<file path="config.mk">
export PLATFORM = sky130hd
export DESIGN_NAME = vga_timing_gen
export DESIGN_NICKNAME = d
export VERILOG_FILES = /design/src/rtl/vga_timing_pkg.sv /design/src/rtl/wrap_counter.sv /design/src/rtl/vga_timing_gen.sv
export SDC_FILE = /design/constraint.sdc
export NUM_CORES = 1
export LEC_CHECK = 0
export ABC_AREA = 1
export BUFFER_PORTS_ARGS = -buffer_cell sky130_fd_sc_hd__buf_2
export CAP_MARGIN = 25
export CORE_MARGIN = 8
export CORE_UTILIZATION = 55
export CTS_BUF_LIST = sky130_fd_sc_hd__clkbuf_16
export CTS_CLUSTER_DIAMETER = 120
export DETAILED_ROUTE_END_ITERATION = 7
export GPL_ROUTABILITY_DRIVEN = 0
export GPL_TIMING_DRIVEN = 0
export HOLD_SLACK_MARGIN = 0.1
export PLACE_DENSITY = 0.78
export SLEW_MARGIN = 15
export SYNTH_ARGS = -nofsm -noshare
export SYNTH_HDL_FRONTEND = slang
export SYNTH_SLANG_ARGS = --single-unit
</file>
<file path="constraint.sdc">
create_clock -name clk -period 1.9 [get_ports clk]
set_input_delay 0.095 -clock clk [delete_from_list [all_inputs] [get_ports clk]]
set_output_delay 0.095 -clock clk [all_outputs]
set_load 0.01 [all_outputs]
</file>
<file path="src/rtl/vga_timing_pkg.sv">
// Default 640x480@60 timing constants shared by the timing generator and the renderers.
// Derived totals and sync windows follow from the porch/sync widths below.
package vga_timing_pkg;

    localparam int CNT_W = 10;

    localparam int H_VISIBLE = 640;
    localparam int H_FRONT   = 16;
    localparam int H_SYNC    = 96;
    localparam int H_BACK    = 48;
    localparam int V_VISIBLE = 480;
    localparam int V_FRONT   = 10;
    localparam int V_SYNC    = 2;
    localparam int V_BACK    = 33;

    localparam logic SYNC_ACTIVE = 1'b0;
    localparam int   ANIM_DIV    = 4;

    localparam int H_TOTAL     = H_VISIBLE + H_FRONT + H_SYNC + H_BACK;
    localparam int V_TOTAL     = V_VISIBLE + V_FRONT + V_SYNC + V_BACK;
    localparam int HSYNC_START = H_VISIBLE + H_FRONT;
    localparam int HSYNC_END   = H_VISIBLE + H_FRONT + H_SYNC;
    localparam int VSYNC_START = V_VISIBLE + V_FRONT;
    localparam int VSYNC_END   = V_VISIBLE + V_FRONT + V_SYNC;

endpackage

</file>
<file path="src/rtl/wrap_counter.sv">
// Modulo-(MAX+1) counter with synchronous active-low reset; wrap flags the
// enabled cycle that returns the count to zero so it can chain the next stage.
module wrap_counter #(
    parameter int W   = 10,
    parameter int MAX = 1023
) (
    input  logic         i_clk,
    input  logic         i_rst_n,
    input  logic         i_en,
    output logic [W-1:0] o_value,
    output logic         o_wrap
);

    logic [W-1:0] r_value;

    assign o_value = r_value;
    assign o_wrap  = i_en && (r_value == W'(MAX));

    always_ff @(posedge i_clk) begin
        if (!i_rst_n) begin
            r_value <= '0;
        end else if (i_en) begin
            r_value <= o_wrap ? '0 : r_value + W'(1);
        end
    end

endmodule

</file>
<file path="src/rtl/vga_timing_gen.sv">
// Free-running VGA raster timing: position counters, registered syncs/active, frame count and pulses.
// Syncs and video_active are precomputed from next-state counters so they stay aligned with pix_x/pix_y.
module vga_timing_gen #(
    parameter int   H_VISIBLE   = vga_timing_pkg::H_VISIBLE,
    parameter int   H_FRONT     = vga_timing_pkg::H_FRONT,
    parameter int   H_SYNC      = vga_timing_pkg::H_SYNC,
    parameter int   H_BACK      = vga_timing_pkg::H_BACK,
    parameter int   V_VISIBLE   = vga_timing_pkg::V_VISIBLE,
    parameter int   V_FRONT     = vga_timing_pkg::V_FRONT,
    parameter int   V_SYNC      = vga_timing_pkg::V_SYNC,
    parameter int   V_BACK      = vga_timing_pkg::V_BACK,
    parameter logic SYNC_ACTIVE = vga_timing_pkg::SYNC_ACTIVE,
    parameter int   ANIM_DIV    = vga_timing_pkg::ANIM_DIV
) (
    input  logic       clk,
    input  logic       rst_n,
    input  logic       ena,
    output logic       hsync,
    output logic       vsync,
    output logic       video_active,
    output logic [9:0] pix_x,
    output logic [9:0] pix_y,
    output logic       line_start,
    output logic       frame_start,
    output logic [9:0] counter,
    output logic       anim_tick
);

    localparam int H_TOTAL = H_VISIBLE + H_FRONT + H_SYNC + H_BACK;
    localparam int V_TOTAL = V_VISIBLE + V_FRONT + V_SYNC + V_BACK;

    localparam logic [9:0] HS_START = 10'(H_VISIBLE + H_FRONT);
    localparam logic [9:0] HS_END   = 10'(H_VISIBLE + H_FRONT + H_SYNC);
    localparam logic [9:0] VS_START = 10'(V_VISIBLE + V_FRONT);
    localparam logic [9:0] VS_END   = 10'(V_VISIBLE + V_FRONT + V_SYNC);
    localparam logic [9:0] H_VIS    = 10'(H_VISIBLE);
    localparam logic [9:0] V_VIS    = 10'(V_VISIBLE);

    if (H_TOTAL > 1024 || V_TOTAL > 1024) begin : g_bad_total
        $error("vga_timing_gen: H_TOTAL and V_TOTAL must not exceed 1024");
    end
    if (ANIM_DIV < 1) begin : g_bad_anim
        $error("vga_timing_gen: ANIM_DIV must be at least 1");
    end

    logic [9:0] w_h_cnt, w_v_cnt, w_frame_cnt, w_anim_cnt;
    logic       w_h_wrap, w_v_wrap, w_frame_wrap, w_anim_wrap;
    logic [9:0] w_h_nxt, w_v_nxt;
    logic       w_unused;
    logic       r_hsync, r_vsync, r_video, r_adv;

    wrap_counter #(.W(10), .MAX(H_TOTAL - 1)) u_h_cnt (
        .i_clk(clk), .i_rst_n(rst_n), .i_en(ena),
        .o_value(w_h_cnt), .o_wrap(w_h_wrap)
    );

    wrap_counter #(.W(10), .MAX(V_TOTAL - 1)) u_v_cnt (
        .i_clk(clk), .i_rst_n(rst_n), .i_en(w_h_wrap),
        .o_value(w_v_cnt), .o_wrap(w_v_wrap)
    );

    wrap_counter #(.W(10), .MAX(1023)) u_frame_cnt (
        .i_clk(clk), .i_rst_n(rst_n), .i_en(w_v_wrap),
        .o_value(w_frame_cnt), .o_wrap(w_frame_wrap)
    );

    wrap_counter #(.W(10), .MAX(ANIM_DIV - 1)) u_anim_cnt (
        .i_clk(clk), .i_rst_n(rst_n), .i_en(w_v_wrap),
        .o_value(w_anim_cnt), .o_wrap(w_anim_wrap)
    );

    assign w_unused = &{1'b0, w_frame_wrap, w_anim_wrap};

    // Mirror of the counter update, used to precompute the registered syncs.
    always_comb begin
        w_h_nxt = w_h_cnt;
        w_v_nxt = w_v_cnt;
        if (ena) begin
            w_h_nxt = w_h_wrap ? 10'd0 : w_h_cnt + 10'd1;
        end
        if (w_h_wrap) begin
            w_v_nxt = w_v_wrap ? 10'd0 : w_v_cnt + 10'd1;
        end
    end

    always_ff @(posedge clk) begin
        if (!rst_n) begin
            r_hsync <= ~SYNC_ACTIVE;
            r_vsync <= ~SYNC_ACTIVE;
            r_video <= 1'b1;
            r_adv   <= 1'b1;
        end else begin
            r_hsync <= (w_h_nxt >= HS_START && w_h_nxt < HS_END) ? SYNC_ACTIVE : ~SYNC_ACTIVE;
            r_vsync <= (w_v_nxt >= VS_START && w_v_nxt < VS_END) ? SYNC_ACTIVE : ~SYNC_ACTIVE;
            r_video <= (w_h_nxt < H_VIS) && (w_v_nxt < V_VIS);
            r_adv   <= ena;
        end
    end

    assign hsync        = r_hsync;
    assign vsync        = r_vsync;
    assign video_active = r_video;
    assign pix_x        = w_h_cnt;
    assign pix_y        = w_v_cnt;
    assign counter      = w_frame_cnt;

    // r_adv keeps pulses from repeating while frozen on x==0.
    assign line_start  = rst_n && r_adv && (w_h_cnt == 10'd0);
    assign frame_start = line_start && (w_v_cnt == 10'd0);
    assign anim_tick   = frame_start && (w_anim_cnt == 10'd0);

endmodule
</file>
== Word level (Yosys, flattened, before mapping) ==
Cells that the tools add are included.

* Add/subtract/negate cells: 4
* Magnitude comparators: 6
* Equality and inequality tests: 4
* Muxes and demuxes: 8
* Reductions and logical operators: 14

{| class="wikitable"
|+ Operators by type and width
! cell !! number
|-
| 10-bit two-way mux || 6
|-
| 10-bit by 1-bit adder with 10-bit output (second input constant) || 4
|-
| 10-bit == test (second input constant) || 3
|-
| 10-bit zero test || 3
|-
| 10-bit < comparator (second input constant) || 2
|-
| 10-bit by 9-bit < comparator with 1-bit output (second input constant) || 2
|-
| 1-bit logical AND || 11
|-
| 10-bit by 2-bit == test with 1-bit output (second input constant) || 1
|-
| 10-bit greater-or-equal comparator (second input constant) || 1
|-
| 10-bit by 9-bit greater-or-equal comparator with 1-bit output (second input constant) || 1
|-
| 1-bit two-way mux || 2
|}

* Bits in registers: 44
* Input bits: 3
* Output and inout port bits: 36
* Word-level logic and storage cells: 44

== Logic depth before layout (Yosys ltp) ==
Gate-level depths: netlist (run 1).

* Depth in word-level cells: 8
* Mapped depth: 14
* Depth with buffers taken out: 13

== Hierarchy ==
Synthesis (run 1) repeated with hierarchy kept, for this count alone.

* Cell total of the unflattened synthesis: 440
* Area, all modules: 2871.5 µm²

{| class="wikitable"
|+ Modules (own cells, without submodules)
! module !! instances !! cells an instance !! area each (µm²) !! seq. area each (µm²)
|-
| vga_timing_gen || 1 || 132 || 700.7 || 80.1
|-
| wrap_counter (u_anim_cnt) || 1 || 80 || 553.0 || 200.2
|-
| wrap_counter (u_frame_cnt) || 1 || 80 || 545.5 || 200.2
|-
| wrap_counter (u_v_cnt) || 1 || 76 || 540.5 || 200.2
|-
| wrap_counter (u_h_cnt) || 1 || 72 || 531.8 || 200.2
|}

== Worst setup path after synthesis (run 1) ==
OpenSTA, ideal clock, no wires.

* Path kind: reg-to-reg
* From: reg u_h_cnt.r_value[0], in the netlist u_h_cnt.o_value[0]
* To: reg r_video, in the netlist video_active
* Library setup time: 0.124 ns
* Arrival time: 1.542 ns
* Data required time: 1.776 ns
* Path slack: 0.235 ns
* Cell stages (with the launch flop): 12
* Buffers on the path: 1
* Period minus slack after synthesis: 1.665 ns
* Cells stage by stage: dfxtp_1 > ha_1 > nand2_2 > nor2_4 > nand3_2 > buf_6 > o21bai_1 > o21ai_1 > nor2_1 > nand2_1 > nand2_1 > nand2_1

* Longest elaborated chain between the ends: 7
* Elaborated cells between the ends (all ways): 11
* Classes of those cells: 1 x add/sub; 2 x order compare; 1 x eq/ne; 4 x mux; 3 x reduce/logical

{| class="wikitable"
|+ Ends and longest elaborated chain
! item !! line !! RTL
|-
| start: declaration || wrap_counter.sv:14 || <nowiki>logic [W-1:0] r_value;</nowiki>
|-
| start signal: assignment || wrap_counter.sv:23 || <nowiki>r_value <= o_wrap ? '0 : r_value + W'(1);</nowiki>
|-
| parallel branches: the longest is 6 deep, another holds 10-bit by 1-bit adder with 10-bit output || n/a ||
|-
| 1-bit logical AND (*) || vga_timing_gen.sv:95 || <nowiki>r_video <= (w_h_nxt < H_VIS) && (w_v_nxt < V_VIS);</nowiki>
|-
| end signal: assignment || vga_timing_gen.sv:95 ||
|-
| end: declaration || vga_timing_gen.sv:50 || <nowiki>logic r_hsync, r_vsync, r_video, r_adv;</nowiki>
|}

Every way passes the cells marked *.
A chain may end at the register's enable or synchronous reset.

== Worst setup path after layout (run 1) ==
* From: reg u_h_cnt.r_value[1], in the netlist u_h_cnt.o_value[1]
* To: reg r_video, in the netlist video_active

The elaborated chain is that of the path after synthesis.

==> results of run 1 <==
worst max-delay path, stage by stage (launching register included):
cell and delay (ns):
dfxtp_1 0.41, ha_4 0.18, nand2_2 0.06, nor2_4 0.15
nand3_2 0.14, buf_6 0.17, o21bai_1 0.12, o21ai_1 0.10
nor2_1 0.17, nand2_1 0.10, nand2_1 0.07, nand2_1 0.04
stage by stage:
| step | total power, W | worst slack, ns |
|---|---|---|
| after floorplan | 0.0009944 | 0.2349 |
| after global placement | 0.001017 | 0.04688 |
| after detailed placement | 0.001019 | 0.03228 |
| after CTS | 0.001862 | 0.007307 |
| after global routing | 0.001914 | 0.003043 |
| final | 0.001850 | 0.06599 |
sequential cells by signal (all words and copies together), names as in the netlist:
signal               flops
hsync                    1
r_adv                    1
u_v_cnt.o_value         10
u_h_cnt.o_value         10
video_active             1
u_anim_cnt.o_value      10
vsync                    1
u_frame_cnt.o_value     10
logic make-up after synthesis:
group	after synthesis	synth area share, %
fa+ha+maj	7	3.433
flops	44	34.53
simple gates	227	41.05
compound gates	40	8.681
xor+xnor	8	2.747
buf+inv	57	9.563
cell usage after synthesis, drive strengths merged:
cell type and instances:
nand3 29, ha 7, clkbuf 4, clkinv 1, o211ai 1, buf 5
nor3 16, nor4 3, o21a 1, a21oi 16, nand2 101, o21bai 2
xnor2 1, or2 2, nor2 57, o22ai 3, nand3b 2, dfxtp 44
xor2 7, nor3b 1, a31o 1, nand4 16, inv 47, o21ai 16
final cells by class:
type,instances,area (sq um),share of cell area (%)
Buffer,9,63.81,2.128
Clock buffer,5,125.1,4.172
Clock inverter,3,18.77,0.6258
Inverter,48,182.7,6.091
Multi-Input combinational cell,282,1474,49.14
Sequential cell,44,889.6,29.66
Tap cell,52,65.06,2.169
Timing Repair Buffer,36,180.2,6.008
worst paths after layout:
path              slack, ns                  start               endpoint
setup / recovery       0.07     u_h_cnt.o_value[1]           video_active
hold / removal         0.14                  rst_n           video_active
setup reg to reg       0.07     u_h_cnt.o_value[1]           video_active
hold reg to reg        0.47  u_anim_cnt.o_value[8]  u_anim_cnt.o_value[8]
where the power goes:
| part | switching [W] | total (W) | internal, W |
|---|---|---|---|
| logic | 0.0000467 | 0.0000677 | 0.0000211 |
| clock network | 0.000366 | 0.000850 | 0.000485 |
| registers | 0.00000626 | 0.000932 | 0.000926 |
routing by layer:
| layer | wire length, um | share of wire, % |
|---|---|---|
| met5 | 0 | 0 |
| met4 | 102 | 1.6 |
| met3 | 363 | 5.8 |
| met2 | 3114 | 50 |
| met1 | 2681 | 43 |
==> metrics, run 1 <==
DRT iter0 DRCs about 110; postcts setup bufs 0; Worst EP arrival 2.00 ns; DIE WIDTH 84.11 um; Layout area overhead 17.56%; most common cell after layout, fill and taps aside nand2_1; DP Wirelength 4667 um; GRT overflow 0; Vias/cell 5.413; fmax about 0.55 GHz; critical path launch point type flip-flop; Fin Hold WS 0.1433 ns; fraction of final layout cells sized beyond drive strength 1 21.08%; Worst-Margin Slew 0.5289 ns; worst skew pair latency roughly 0.29 ns; Post-Syn Area 0.002551 sq mm; GRT met3 Usage 4.785%; r2r worst-path depth 11; Seq cells post-synth 44; drt total wl ~6300 um; CTS Hold Bufs 0; CTS Root Cell clkbuf_16; Fin. Hold Viols 0; P_leak about 1.3 nW; YS warnings 0; most frequent cells in the layout nand2_1 (99), nor2_1 (47), inv_1 (39), dfxtp_1 (39), buf_2 (36); CP required 2.07 ns; vias in the first global route about 2,400; Filler Cells Inserted 390; cell count after synthesis ~380; clk sinks 44; placed instance count between 400 and 500; global-route wire length before repair 10,550 um; placed cell area between 0.002 and 0.003 sq mm; cell taking the most area after synthesis dfxtp_1; Syn Area/Cell 6.661 sq um; final net count 436; setup_tns 0 ns; minimum clock period 1.834 ns; Rows 24; fin. max-slew vios 0; post-synth top area share 34.53%; worst min-delay path class input pin to flip-flop; worst hold path depth 2; fin crit share 96.53%; die area 0.007074 sq mm; RSZ-0062 raised after global routing true; critical setup path kind flip-flop to flip-flop; Crit Path Max Fanout 10; Distinct cells, synth 33; Crit. End Element flip-flop; met1 Use GR 19.73%; PwrDens 617.0 mW/mm^2; met2 global-route usage around 30%; largest cells by area after synthesis dfxtp_1 (35%), nand2_1 (15%), nor2_1 (7.5%), inv_1 (6.0%), nand3_1 (5.1%); DR DRC count 0; Seq/Total Area, Yosys 34.53%; Routed Antenna Nets 0; cell area after layout between 0.002 and 0.003 sq mm; status complete, no violations; peak supply drop 425.5 uV; Clock H-tree levels 2; drt first pass iters 4; Initial Util between 50 and 60%; Ant. Diodes 0; DIE HEIGHT roughly 84 um; via count roughly 2,600; Core Area 0.004414 sq mm; GRT Overall Usage 17.30%; fin util 67.94%; number of port buffers 36; initial antenna violation count 0; CTS tree done; Setup-failing EPs final 0; wire per inst 13.07 um; post_cts resized 0; largest net degree at the start of global routing 15; Layout Skew 0.006099 ns; syn nets 393; Worst-path clk slew 0.06 ns; slew margin rel. 64.74%; Num CTS Buffers 5; Top Usage Layer GRT met2; # Max-Cap Violations 0; final std cells w/o fill roughly 480; # IOs 39; Longest Clk Path Bufs 2
Note: power is estimated with default switching activity, not from simulation.
==> run 2, diff against run 1 <==
--- a/config.mk
+++ b/config.mk
@@ -16,8 +16,9 @@
 export GPL_ROUTABILITY_DRIVEN = 0
 export GPL_TIMING_DRIVEN = 0
 export HOLD_SLACK_MARGIN = 0.1
-export PLACE_DENSITY = 0.78
+export PLACE_DENSITY = 0.77
 export SLEW_MARGIN = 15
 export SYNTH_ARGS = -nofsm -noshare
 export SYNTH_HDL_FRONTEND = slang
+export SYNTH_HIERARCHICAL = 1
 export SYNTH_SLANG_ARGS = --single-unit
==> run 2 against run 1 <==
Against the previous run:
- the flow now finishes with violations (negative setup slack)
- sequential power is 0.5% lower
- non-clock buffer count is 21 higher
- setup slack worse by 0.31 ns
- sequential cell count stayed put
- global-route usage is 2.3 points higher
- die area is 9.6% higher
- critical endpoint is now u_anim_cnt/o_value[3]
- highest routed layer unchanged
==> metrics, run 2 <==
Crit. End Element flip-flop; DIE HEIGHT 88.07 um; R2R Path Start u_h_cnt/o_value[1]; routed metal-1 wire length 3335 um; fin. max-slew vios 0; largest net degree at the start of global routing 29; RSZ-0062 raised after global routing true; wire length on met2 roughly 3900 um; Vias/cell 5.275; final net count 520; PwrDens approximately 520 mW/mm^2; fmax 0.4654 GHz; Layout Skew slightly above 0.008 ns; Syn Area/Cell 6.537 sq um; Core Area 0.005075 sq mm; peak supply drop 298.5 uV; Sw Ratio 22.46%; # IOs 39; wire per inst 13.33 um; Routed Antenna Nets 0; Post-Syn Area 0.002856 sq mm; top sig layer met4; Crit Path Max Fanout 6; minimum clock period 2.149 ns; CTS Hold Bufs 0; fin crit share 113.1%; most common cell after layout, fill and taps aside nand2_1; critical path launch point type flip-flop; Power, Total 0.001965 W; combinational power share 5.1%; vias in the first global route roughly 2,800; slew margin rel. roughly 60%; Rows 26; Setup-failing EPs final 22; Worst EP arrival 2.33 ns; syn nets 449; status finished with violations; Ant. Diodes 0; drt total wl around 7700 um; global-route wire length before repair roughly 12,000 um; drt first pass iters 5; worst skew pair latency approximately 0.29 ns; Worst-Margin Slew 0.6065 ns; GRT overflow 0; met3 wire len ~440 um; Hold Path Origin ena; critical setup path kind flip-flop to flip-flop; switching power 0.0004413 W; fraction of final layout cells sized beyond drive strength 1 31.63%; Int Power roughly 0.0015 W; YS warnings 6; # Max-Cap Violations 0; initial antenna violation count 0; cell count after synthesis 437; clock network fraction of total power 47.7%; DP Wirelength 4917 um; Initial Util 56.29%; number of port buffers 38; clk sinks 44; sequential share of power a little under half; fin util between 70% and 80%; DIE WIDTH 88.07 um; CP required 2.08 ns; failing checks negative setup slack; Longest Clk Path Bufs 2; die area slightly below 0.008 sq mm; worst min-delay path class input pin to flip-flop; Worst Setup SP u_h_cnt/o_value[1]; Fin. Hold Viols 0; Worst-path clk slew 0.06 ns; Clock H-tree levels 2; Layout area overhead 31.23%; DR DRC count 0; CTS tree done; CTS Root Cell clkbuf_16; P_leak around 1.7 nW; via count 3,054; most frequent cells in the layout nand2_1 (86), inv_1 (61), nor2_1 (61); Num CTS Buffers 5; Filler Cells Inserted 413; GRT Overall Usage between 10% and 20%; DRT iter0 DRCs ~180; final worst setup slack -0.2487 ns
==> run 2: layout make-up <==
cell class | instances | area, sq um | area share [%]
Multi-Input combinational cell | 325 | 1887 | 50.33
Sequential cell | 44 | 908.4 | 24.23
Timing Repair Buffer | 64 | 427.9 | 11.42
Inverter | 66 | 252.7 | 6.742
Clock buffer | 6 | 150.1 | 4.005
Tap cell | 70 | 87.58 | 2.336
Buffer | 2 | 22.52 | 0.6008
Clock inverter | 2 | 12.51 | 0.3338
==> run 2: metrics by stage <==
stage / setup WS [ns] / instances / instance area, sq um / setup TNS, ns / hold WS, ns
2_1_floorplan: -0.1181 / 437 / 2910 / -1.140 / 0.1637
3_3_place_gp: -0.3940 / 545 / 3188 / -7.204 / 0.4217
3_5_place_dp: -0.4663 / 545 / 3188 / -8.422 / 0.4362
4_1_cts: -0.1259 / 567 / 3546 / -1.183 / 0.1275
5_1_grt: -0.3566 / 579 / 3749 / -6.034 / 0.1758
6_report: -0.2487 / 579 / 3749 / -3.580 / 0.1484
==> run 2: worst paths after layout <==
kind,endpoint,slack [ns],depth (start not counted)
setup / recovery,u_anim_cnt/o_value[3],-0.25,16
hold / removal,r_adv,0.15,3
setup reg to reg,u_anim_cnt/o_value[3],-0.25,16
hold reg to reg,u_frame_cnt/o_value[8],0.49,2
==> run 2: layer usage <==
metal  vias up  global-route usage, %
met3        10                  3.940
met4         0                  7.527
met5         -                      0
met1      1421                  23.17
li1       1528                      -
met2        95                  33.72
==> run 2: critical path, cell delays in order (launching register included) <==
cell	delay, ns
dfxtp_4	0.36
ha_4	0.14
nand2_4	0.06
nor2_4	0.12
inv_2	0.06
nor2_4	0.10
nand2_1	0.07
inv_1	0.08
nand3_2	0.10
nor2_4	0.16
buf_12	0.14
buf_6	0.10
nand2_4	0.04
nor2_4	0.16
buf_4	0.14
nand2_1	0.06
nor3b_1	0.15
==> run 2: timing repair <==
action	in CTS	in global routing
setup endpoints to repair	25	25
pin swaps	14	32
resized for setup	22	40
endpoints found under the hold margin	0	0
buffers inserted	13	13
cloned	1	0
==> run 2: power by group through the flow <==
| stage | clock [W] | sequential (W) | combinational (W) |
|---|---|---|---|
| after global placement | 0 | 0.000957 | 0.0000797 |
| final | 0.000938 | 0.000927 | 0.0000995 |
| after floorplan | 0 | 0.000957 | 0.0000444 |
| after CTS | 0.000953 | 0.000929 | 0.0000932 |
| after detailed placement | 0 | 0.000957 | 0.0000812 |
| after global routing | 0.000994 | 0.000927 | 0.000111 |
